**config.mk**
```make
export PLATFORM = sky130hd
export DESIGN_NAME = select_operator_pipe
export DESIGN_NICKNAME = d
export VERILOG_FILES = /design/src/rtl/select_operator_pipe.sv
export SDC_FILE = /design/constraint.sdc
export NUM_CORES = 1
export LEC_CHECK = 0
export CAP_MARGIN = 20
export CORE_ASPECT_RATIO = 0.75
export CORE_MARGIN = 10
export CORE_UTILIZATION = 25
export DETAILED_ROUTE_END_ITERATION = 16
export PLACE_DENSITY = 0.51
export SLEW_MARGIN = 20
export SYNTH_ARGS = -nofsm -noshare
export SYNTH_HDL_FRONTEND = slang
export SYNTH_SLANG_ARGS = --single-unit
```
**constraint.sdc**
```tcl
create_clock -name clk -period 1.9 [get_ports clk]
set_clock_uncertainty 0.05 [all_clocks]
set_input_delay 0.19 -clock clk [delete_from_list [all_inputs] [get_ports clk]]
set_output_delay 0.19 -clock clk [all_outputs]
set_load 0.1 [all_outputs]
```
**src/rtl/select_operator_pipe.sv**
```systemverilog
// select_operator_pipe: per-lane minuend/subtrahend selector feeding a 2-entry elastic buffer.
// Latency: a beat pushed into an empty buffer is presented on the outputs the following cycle.
// Backpressure: in_ready is a registered decode of occupancy (low when full); no comb path from out_ready.
//
// Ports:
//   clk, rst_n         rising-edge clock, asynchronous active-low reset
//   flush              synchronous clear of buffered entries (wins over a same-cycle push)
//   in_valid/in_ready  input handshake; cont, d, num_p_*, num_n_* are sampled on push
//   cont               000 full, 001 packed, 010 force-positive, others zero output
//   d                  per-lane "select negative" bits (d[0] also steers full mode)
//   out_valid/out_ready output handshake; op_0, op_1, neg_sel show the head entry
module select_operator_pipe #(
  parameter int LANE_W  = 24,
  parameter int GUARD_W = 8,
  parameter int NLANE   = 2,
  localparam int W      = NLANE * LANE_W + (NLANE - 1) * GUARD_W
) (
  input  logic             clk,
  input  logic             rst_n,
  input  logic             flush,
  input  logic             in_valid,
  output logic             in_ready,
  input  logic [2:0]       cont,
  input  logic [NLANE-1:0] d,
  input  logic [W-1:0]     num_p_0,
  input  logic [W-1:0]     num_p_1,
  input  logic [W-1:0]     num_n_0,
  input  logic [W-1:0]     num_n_1,
  output logic             out_valid,
  input  logic             out_ready,
  output logic [W-1:0]     op_0,
  output logic [W-1:0]     op_1,
  output logic [NLANE-1:0] neg_sel
);

  localparam int          STRIDE      = LANE_W + GUARD_W;
  localparam logic [2:0]  MODE_FULL   = 3'b000;
  localparam logic [2:0]  MODE_PACKED = 3'b001;
  localparam logic [2:0]  MODE_POS    = 3'b010;

  typedef struct packed {
    logic [W-1:0]     op0;
    logic [W-1:0]     op1;
    logic [NLANE-1:0] neg_sel;
  } entry_t;

  // ---------------------------------------------------------------------------
  // Operand selection
  // ---------------------------------------------------------------------------
  logic [W-1:0]     w_lane_mask;  // 1 on lane bits, 0 on guard bits
  logic [W-1:0]     w_neg_mask;   // lane bits whose lane selects the negative source
  logic [W-1:0]     w_s0;
  logic [W-1:0]     w_s1;
  logic [NLANE-1:0] w_neg_sel;
  entry_t           w_new;

  always_comb begin
    w_lane_mask = '0;
    w_neg_mask  = '0;
    for (int i = 0; i < NLANE; i++) begin
      for (int b = 0; b < LANE_W; b++) begin
        w_lane_mask[i*STRIDE+b] = 1'b1;
        w_neg_mask[i*STRIDE+b]  = d[i];
      end
    end
  end

  always_comb begin
    w_s0      = '0;
    w_s1      = '0;
    w_neg_sel = '0;
    case (cont)
      MODE_FULL: begin
        w_s0      = d[0] ? num_n_0 : num_p_0;
        w_s1      = d[0] ? num_n_1 : num_p_1;
        w_neg_sel = {NLANE{d[0]}};
      end
      MODE_PACKED: begin
        // Guard bits fall out as zero because neither mask covers them.
        w_s0      = (num_n_0 & w_neg_mask) | (num_p_0 & w_lane_mask & ~w_neg_mask);
        w_s1      = (num_n_1 & w_neg_mask) | (num_p_1 & w_lane_mask & ~w_neg_mask);
        w_neg_sel = d;
      end
      MODE_POS: begin
        w_s0 = num_p_0;
        w_s1 = num_p_1;
      end
      default: begin
        w_s0 = '0;
        w_s1 = '0;
      end
    endcase
  end

  // The downstream subtractor expects the selected pair swapped.
  always_comb begin
    w_new         = '0;
    w_new.op0     = w_s1;
    w_new.op1     = w_s0;
    w_new.neg_sel = w_neg_sel;
  end

  // ---------------------------------------------------------------------------
  // 2-entry elastic buffer: head register drives the outputs, tail holds the
  // second entry only while the buffer is full.
  // ---------------------------------------------------------------------------
  logic [1:0] r_count;
  entry_t     r_head;
  entry_t     r_tail;
  logic       w_push;
  logic       w_pop;

  assign in_ready  = (r_count != 2'd2);
  assign out_valid = (r_count != 2'd0);
  assign w_push    = in_valid && in_ready && !flush;
  assign w_pop     = out_valid && out_ready;

  always_ff @(posedge clk or negedge rst_n) begin
    if (!rst_n) begin
      r_count <= 2'd0;
      r_head  <= '0;
      r_tail  <= '0;
    end else if (flush) begin
      r_count <= 2'd0;
    end else begin
      case (r_count)
        2'd0: begin
          if (w_push) begin
            r_head  <= w_new;
            r_count <= 2'd1;
          end
        end
        2'd1: begin
          if (w_push && w_pop) begin
            r_head <= w_new;
          end else if (w_push) begin
            r_tail  <= w_new;
            r_count <= 2'd2;
          end else if (w_pop) begin
            r_count <= 2'd0;
          end
        end
        2'd2: begin
          // in_ready is low here, so only a pop can happen.
          if (w_pop) begin
            r_head  <= r_tail;
            r_count <= 2'd1;
          end
        end
        default: r_count <= 2'd0;
      endcase
    end
  end

  assign op_0    = r_head.op0;
  assign op_1    = r_head.op1;
  assign neg_sel = r_head.neg_sel;

  a_count_range : assert property (@(posedge clk) disable iff (!rst_n) r_count != 2'd3);

endmodule

```
==> run summary, run 1 <==
CP Launch Type -> flop
failing checks -> setup timing
Worst Hold End -> r_count[0]
WP data arrival -> 2290 ps
Syn Inst Count -> 1324
Final nets -> 1923
Cells on Worst Hold Path -> 2
final WL -> 49300 µm
final period utilization -> 1.00
Final Total Pwr -> 0.0178 W
leakage -> 8.66 nW
Longest Clk Path Bufs -> 3
Clock Pin Slew Worst Setup and Hold Paths -> 60 ps
H-tree depth -> 1
Clock Latency Late Sink -> 540 ps
commonest non-fill, non-tap cells in the layout -> dfrtp_1, clkdlybuf4s50_1, nand2_1
row count -> 72
via/cell ratio -> 4.90
post-synthesis sequential area ratio -> 0.436
worst-case reg-to-reg path depth -> 7
DP Worst Slack -> -210 ps
PwrDens -> 928 nW/µm²
Worst VDD drop -> 0.567 mV
Max-slew headroom -> 0.679
synthesized flop and latch total -> 230
clk sink count -> 230
first-pass GRT wire length -> 75400 µm
reg-to-reg setup timing slack -> -2 ps
Distinct cells, synth -> 38
Sw Share -> 0.381
Yosys warning count -> 0
Async SR Flop Fraction -> 1.00
# DRC -> 0
core region area -> 51900 µm²
Final Hold Violating Endpoints -> 0
IO Pins -> 350
Internal -> 0.0110 W
die span in x -> 285 µm
Final Non-Filler Cells -> 2414
placed cells -> 2343
number of synthesized flops with an enable pin -> 0
pin count of the biggest net entering global routing -> 54
Setup TNS -> -1.66 ps
Crit. End Element -> flop
first drt pass iteration count -> 5
pin slew with the least headroom to its limit -> 482 ps
gpl congestion -> 0.772
syn_area_per_cell -> 9.96 µm²
IO buf count -> 349
DRT antenna net count -> 0
CTS tree -> done
GRT overflow -> 0
outcome -> complete, but fails checks
hold path start -> flush
share of cells above drive strength 1 -> 0.226
worst reg2reg path startpoint -> r_count[0]
Critical Path RT -> 2290 ps
Clk pwr share -> 0.304
Logic pwr share -> 0.351
Reg power frac -> 0.345
min cycle time layout -> 1900 ps
reg2reg end -> op_0[36]
Worst Hold Class -> primary input to flop
worst hold margin -> 55.7 ps
Final WS setup -> -1.66 ps
switching power -> 0.00678 W
DR vias -> 11800
RSZ-0062 raised after global routing -> yes
Worst Path Class, Setup -> flop to flop
DP Wirelength -> 34200 µm
Root Driver -> clkbuf_16
# fillers -> 5149
Pins Over Slew Limit -> 0
vias in the first global route -> 12300
drt initial violations -> 890
CTS Buf Count -> 27
Avg WL per Cell -> 20.4 µm
# setup viols final -> 1
Max Cap Viol -> 0
Layout area overhead -> 45.2%
Initial Util -> 0.254
most common cell after layout, fill and taps aside -> dfrtp_1
initial antenna violation count -> 9
synthesized area -> 13200 µm²
die area -> 62400 µm²
CP max FO -> 12
dominant synthesized flop cell -> dfrtp_1
Synth Net Count -> 1558
Die Y -> 219 µm
Overall Global Routing Usage -> 0.151
Fmax achieved -> 526 MHz
-- timing repair --
action                     in CTS  in global routing
setup buffers                   3                 11
hold buffers                    1                  0
hold endpoints to repair      230                  0
resized for setup               9                 24
pin swaps                       0                  4
setup endpoints to repair       1                 65
cloned                          2                  3
-- stage by stage --
step / utilization / cell area [µm²]
finish: 0.369 / 19100
global placement: 0.344 / 17800
floorplan: - / 13200
detailed placement: 0.344 / 17800
CTS: 0.364 / 18900
global route: 0.369 / 19100
-- cell type report --
| cell class | count | area [µm²] | area share |
|---|---|---|---|
| Sequential cell | 230 | 5760 | 0.301 |
| Clock inverter | 6 | 80.1 | 0.00418 |
| Inverter | 28 | 110 | 0.00575 |
| Multi-Input combinational cell | 939 | 6850 | 0.358 |
| Antenna cell | 2 | 5.00 | 0.000261 |
| Tap cell | 703 | 880 | 0.0459 |
| Timing Repair Buffer | 463 | 4630 | 0.242 |
| Clock buffer | 43 | 836 | 0.0436 |
-- routing by layer --
| metal | share of wire | vias up | track usage | wire length [µm] |
|---|---|---|---|---|
| met5 | 0.0019 | - | 0 | 96 |
| met4 | 0.015 | 14 | 0.0279 | 755 |
| met3 | 0.066 | 53 | 0.0427 | 3260 |
| met2 | 0.46 | 328 | 0.246 | 22900 |
| met1 | 0.45 | 5869 | 0.198 | 22300 |
| li1 | - | 5566 | - | - |
-- synth_stat cells, drive strengths merged, types with 21 or more instances --
master     n  share of area
dfrtp    230           0.44
buf       61          0.029
clkbuf    66          0.019
o21a      22          0.013
o21ai    156          0.059
inv       28         0.0080
mux2i    162           0.12
nor2      78          0.022
nor3      51          0.020
nand2    190          0.054
a22o      21          0.014
mux2      65          0.070
a2bb2oi   48          0.032
o31ai     58          0.036
o32ai     27          0.028
o221ai    42          0.028
-- registers in the layout, summed over array words and instances (netlist names) --
name     flops
neg_sel      2
r_count      2
op_1        56
op_0        56
r_tail     114
-- power groups by stage --
stage	combinational (W)	clock (W)	sequential [W]
finish	0.00623	0.00540	0.00614
global route	0.00657	0.00576	0.00624
CTS	0.00623	0.00556	0.00614
detailed placement	0.00618	0	0.00622
global placement	0.00613	0	0.00620
floorplan	0.00168	0	0.00863
-- logic make-up after synthesis --
group / after synthesis / share of synthesized area
multiplexers: 227 / 0.193
AND/OR/NAND/NOR: 334 / 0.104
AO/OA/AOI/OAI: 378 / 0.212
buffers and inverters: 155 / 0.0553
flip-flops: 230 / 0.436
-- worst max-delay path, stage by stage (launching register included) --
cell	delay [ps]
dfrtp_1	410
buf_4	150
and3b_2	250
a21oi_4	50
buf_4	140
or2_4	310
buf_12	180
o31ai_4	250
-- worst max path at each step --
| stage | slack, ps | start | endpoint |
|---|---|---|---|
| floorplan | 220 | r_count[1] | op_0[37] |
| global placement | -180 | out_ready | r_tail[105] |
| detailed placement | -210 | out_ready | op_0[36] |
| CTS | -20 | r_count[0] | in_ready |
| global route | -60 | r_count[0] | in_ready |
| finish | -2 | r_count[0] | op_0[36] |
Power figures use the tool's default switching activity.
==> inputs of run 2 (changes only) <==
CORE_UTILIZATION = 50   (was 25)
PLACE_DENSITY = 0.86   (was 0.51)
==> run 2 against run 1 <==
Against the previous run: routed wire length is 7.8% lower; clock power is 12% lower; the flow now finishes without violations; sequential share of layout area is 1.0 points higher; die area is 47% lower; worst setup slack better by 30 ps; non-clock buffer count is 6 lower.
==> run summary, run 2 (synthesis results as in run 1) <==
share of cells above drive strength 1 -> 0.222 (was 0.226)
Final Hold Violating Endpoints -> 0 (unchanged)
CP peak stage delay -> 370 ps (was 410 ps)
Cells on Worst Hold Path -> 2 (unchanged)
Worst Hold Class -> primary input to flop (unchanged)
IO buf count -> 349 (unchanged)
final period utilization -> 0.985 (was 1.00)
pin slew with the least headroom to its limit -> 604 ps (was 482 ps)
Root Driver -> clkbuf_16 (unchanged)
H-tree depth -> 1 (unchanged)
die area -> 33300 µm² (was 62400 µm²)
Initial Util -> 0.508 (was 0.254)
design area -> 18500 µm² (was 19100 µm²)
Max-slew headroom -> 0.596 (was 0.679)
Avg WL per Cell -> 22.2 µm (was 20.4 µm)
Crit-path slowest cell -> dfrtp_1 (unchanged)
max reg flops -> 114 (unchanged)
min cycle time layout -> 1870 ps (was 1900 ps)
Biggest register -> r_tail (unchanged)
IO Pins -> 350 (unchanged)
Crit. End Element -> output pin (was flop)
DR vias -> 12200 (was 11800)
leakage -> 8.58 nW (was 8.66 nW)
clk sink count -> 230 (unchanged)
final WL -> 45500 µm (was 49300 µm)
Fmax achieved -> 534 MHz (was 526 MHz)
most common cell after layout, fill and taps aside -> dfrtp_1 (unchanged)
worst-case reg-to-reg path depth -> 7 (unchanged)
Longest Clk Path Bufs -> 3 (unchanged)
CTS tree -> done (unchanged)
initial antenna violation count -> 4 (was 9)
DRT antenna net count -> 0 (unchanged)
placed cells -> 1986 (was 2343)
first drt pass iteration count -> 5 (unchanged)
CP Launch Type -> flop (unchanged)
commonest non-fill, non-tap cells in the layout -> dfrtp_1, clkdlybuf4s50_1, nand2_1 (unchanged)
vias in the first global route -> 12500 (was 12300)
GRT overflow -> 0 (unchanged)
Worst Path Class, Setup -> flop to output pin (was flop to flop)
Clock Latency Late Sink -> 510 ps (was 540 ps)
Worst VDD drop -> 0.701 mV (was 0.567 mV)
RSZ-0062 raised after global routing -> yes (unchanged)
DP Wirelength -> 31700 µm (was 34200 µm)
Final nets -> 1914 (was 1923)
Clock Pin Slew Worst Setup and Hold Paths -> 60 ps (about the same)
drt initial violations -> 985 (was 890)
outcome -> complete, no violations (was complete, but fails checks)
Layout area overhead -> 40.3% (was 45.2%)
Critical Path RT -> 1660 ps (was 2290 ps)
Critical Path Most Common Cell -> buf_12 (was buf_4)
Max Cap Viol -> 0 (unchanged)
# DRC -> 0 (unchanged)
Post-DP Area -> 17400 µm² (was 17800 µm²)
gpl congestion -> 0.838 (was 0.772)
first-pass GRT wire length -> 70500 µm (was 75400 µm)
# setup viols final -> 0 (was 1)
via/cell ratio -> 5.98 (was 4.90)
die span in x -> 208 µm (was 285 µm)
crit path cell chain -> buf_4 -> nor2b_4 -> inv_4 -> buf_12 -> buf_12 (was buf_4 -> and3b_2 -> a21oi_4 -> buf_4 -> or2_4 -> buf_12 -> o31ai_4)
PwrDens -> 928 nW/µm² (about the same)
Pins Over Slew Limit -> 0 (unchanged)
Overall Global Routing Usage -> 0.255 (was 0.151)
core region area -> 26000 µm² (was 51900 µm²)
pin count of the biggest net entering global routing -> 92 (was 54)
CTS Buf Count -> 24 (was 27)
CP max FO -> 17 (was 12)
Final Non-Filler Cells -> 2044 (was 2414)
WP data arrival -> 1630 ps (was 2290 ps)
Die Y -> 161 µm (was 219 µm)
row count -> 51 (was 72)
==> run 2: changes by cell type in the layout (fill, tap and decap cells not counted), sizes merged <==
cell,previous run,this run
inv,27,28
buf,232,223
bufbuf,1,2
clkbuf,45,39
bufinv,2,1
clkinvlp,0,2
clkinv,5,4
diode,2,4
==> run 2: routing by layer <==
metal / vias up / share of wire / global-route usage
met5: - / 0 / 0
met4: 0 / 0.024 / 0.0685
met3: 78 / 0.080 / 0.0531
met2: 594 / 0.48 / 0.421
met1: 6007 / 0.42 / 0.333
li1: 5546 / - / -
==> run 2: worst max-delay path, delay by kind of cell, from the launching register on <==
kind / cells / cell delay (ps)
buffers and inverters: 4 / 580
flip-flops: 1 / 370
AND/OR/NAND/NOR: 1 / 160
==> run 2: what timing repair did <==
action | in CTS | in global routing
gates resized for setup | 1 | 20
buffers inserted | 2 | 2
hold endpoints to repair | 113 | 0
cloned | 2 | 4
hold buffers | 1 | 0
endpoints found under the setup margin | 1 | 53
pin swaps | 0 | 1
==> run 2: final cells by class <==
cell class                 count  area [µm²]
inverter                      28         108
antenna                        4        10.0
clock buffer                  35         733
clock inverter                 7        65.1
timing repair buffer         457        4580
fill                        1838        7460
sequential                   230        5760
tap                          344         430
multi-input combinational    939        6820
==> run 2: path summary, 6_finish.rpt <==
check	to	slack (ps)	from
max in group asynchronous	op_1[29]	930	rst_n
max	in_ready	30	r_count[0]
min	r_count[0]	60	flush
min in group asynchronous	r_tail[2]	170	rst_n
min reg2reg	r_tail[57]	430	r_tail[57]
max reg2reg	op_0[8]	40	r_count[0]
==> run 2: power breakdown <==
group          internal [W]  switching (W)
Clock               0.00280        0.00197
Sequential          0.00568       0.000493
Combinational       0.00207        0.00417
Total                0.0106        0.00663
==> run 2: through the flow <==
step	utilization	setup WS, ps	total power (W)	hold slack [ps]	TNS (ps)
2_1_floorplan	-	222	0.0103	-156	0
3_3_place_gp	0.669	-103	0.0122	117	-11720
3_5_place_dp	0.669	-221	0.0124	128	-23120
4_1_cts	0.703	12.0	0.0171	42.0	0
5_1_grt	0.713	-38.5	0.0178	87.5	-682
6_report	0.713	28.2	0.0172	57.1	0
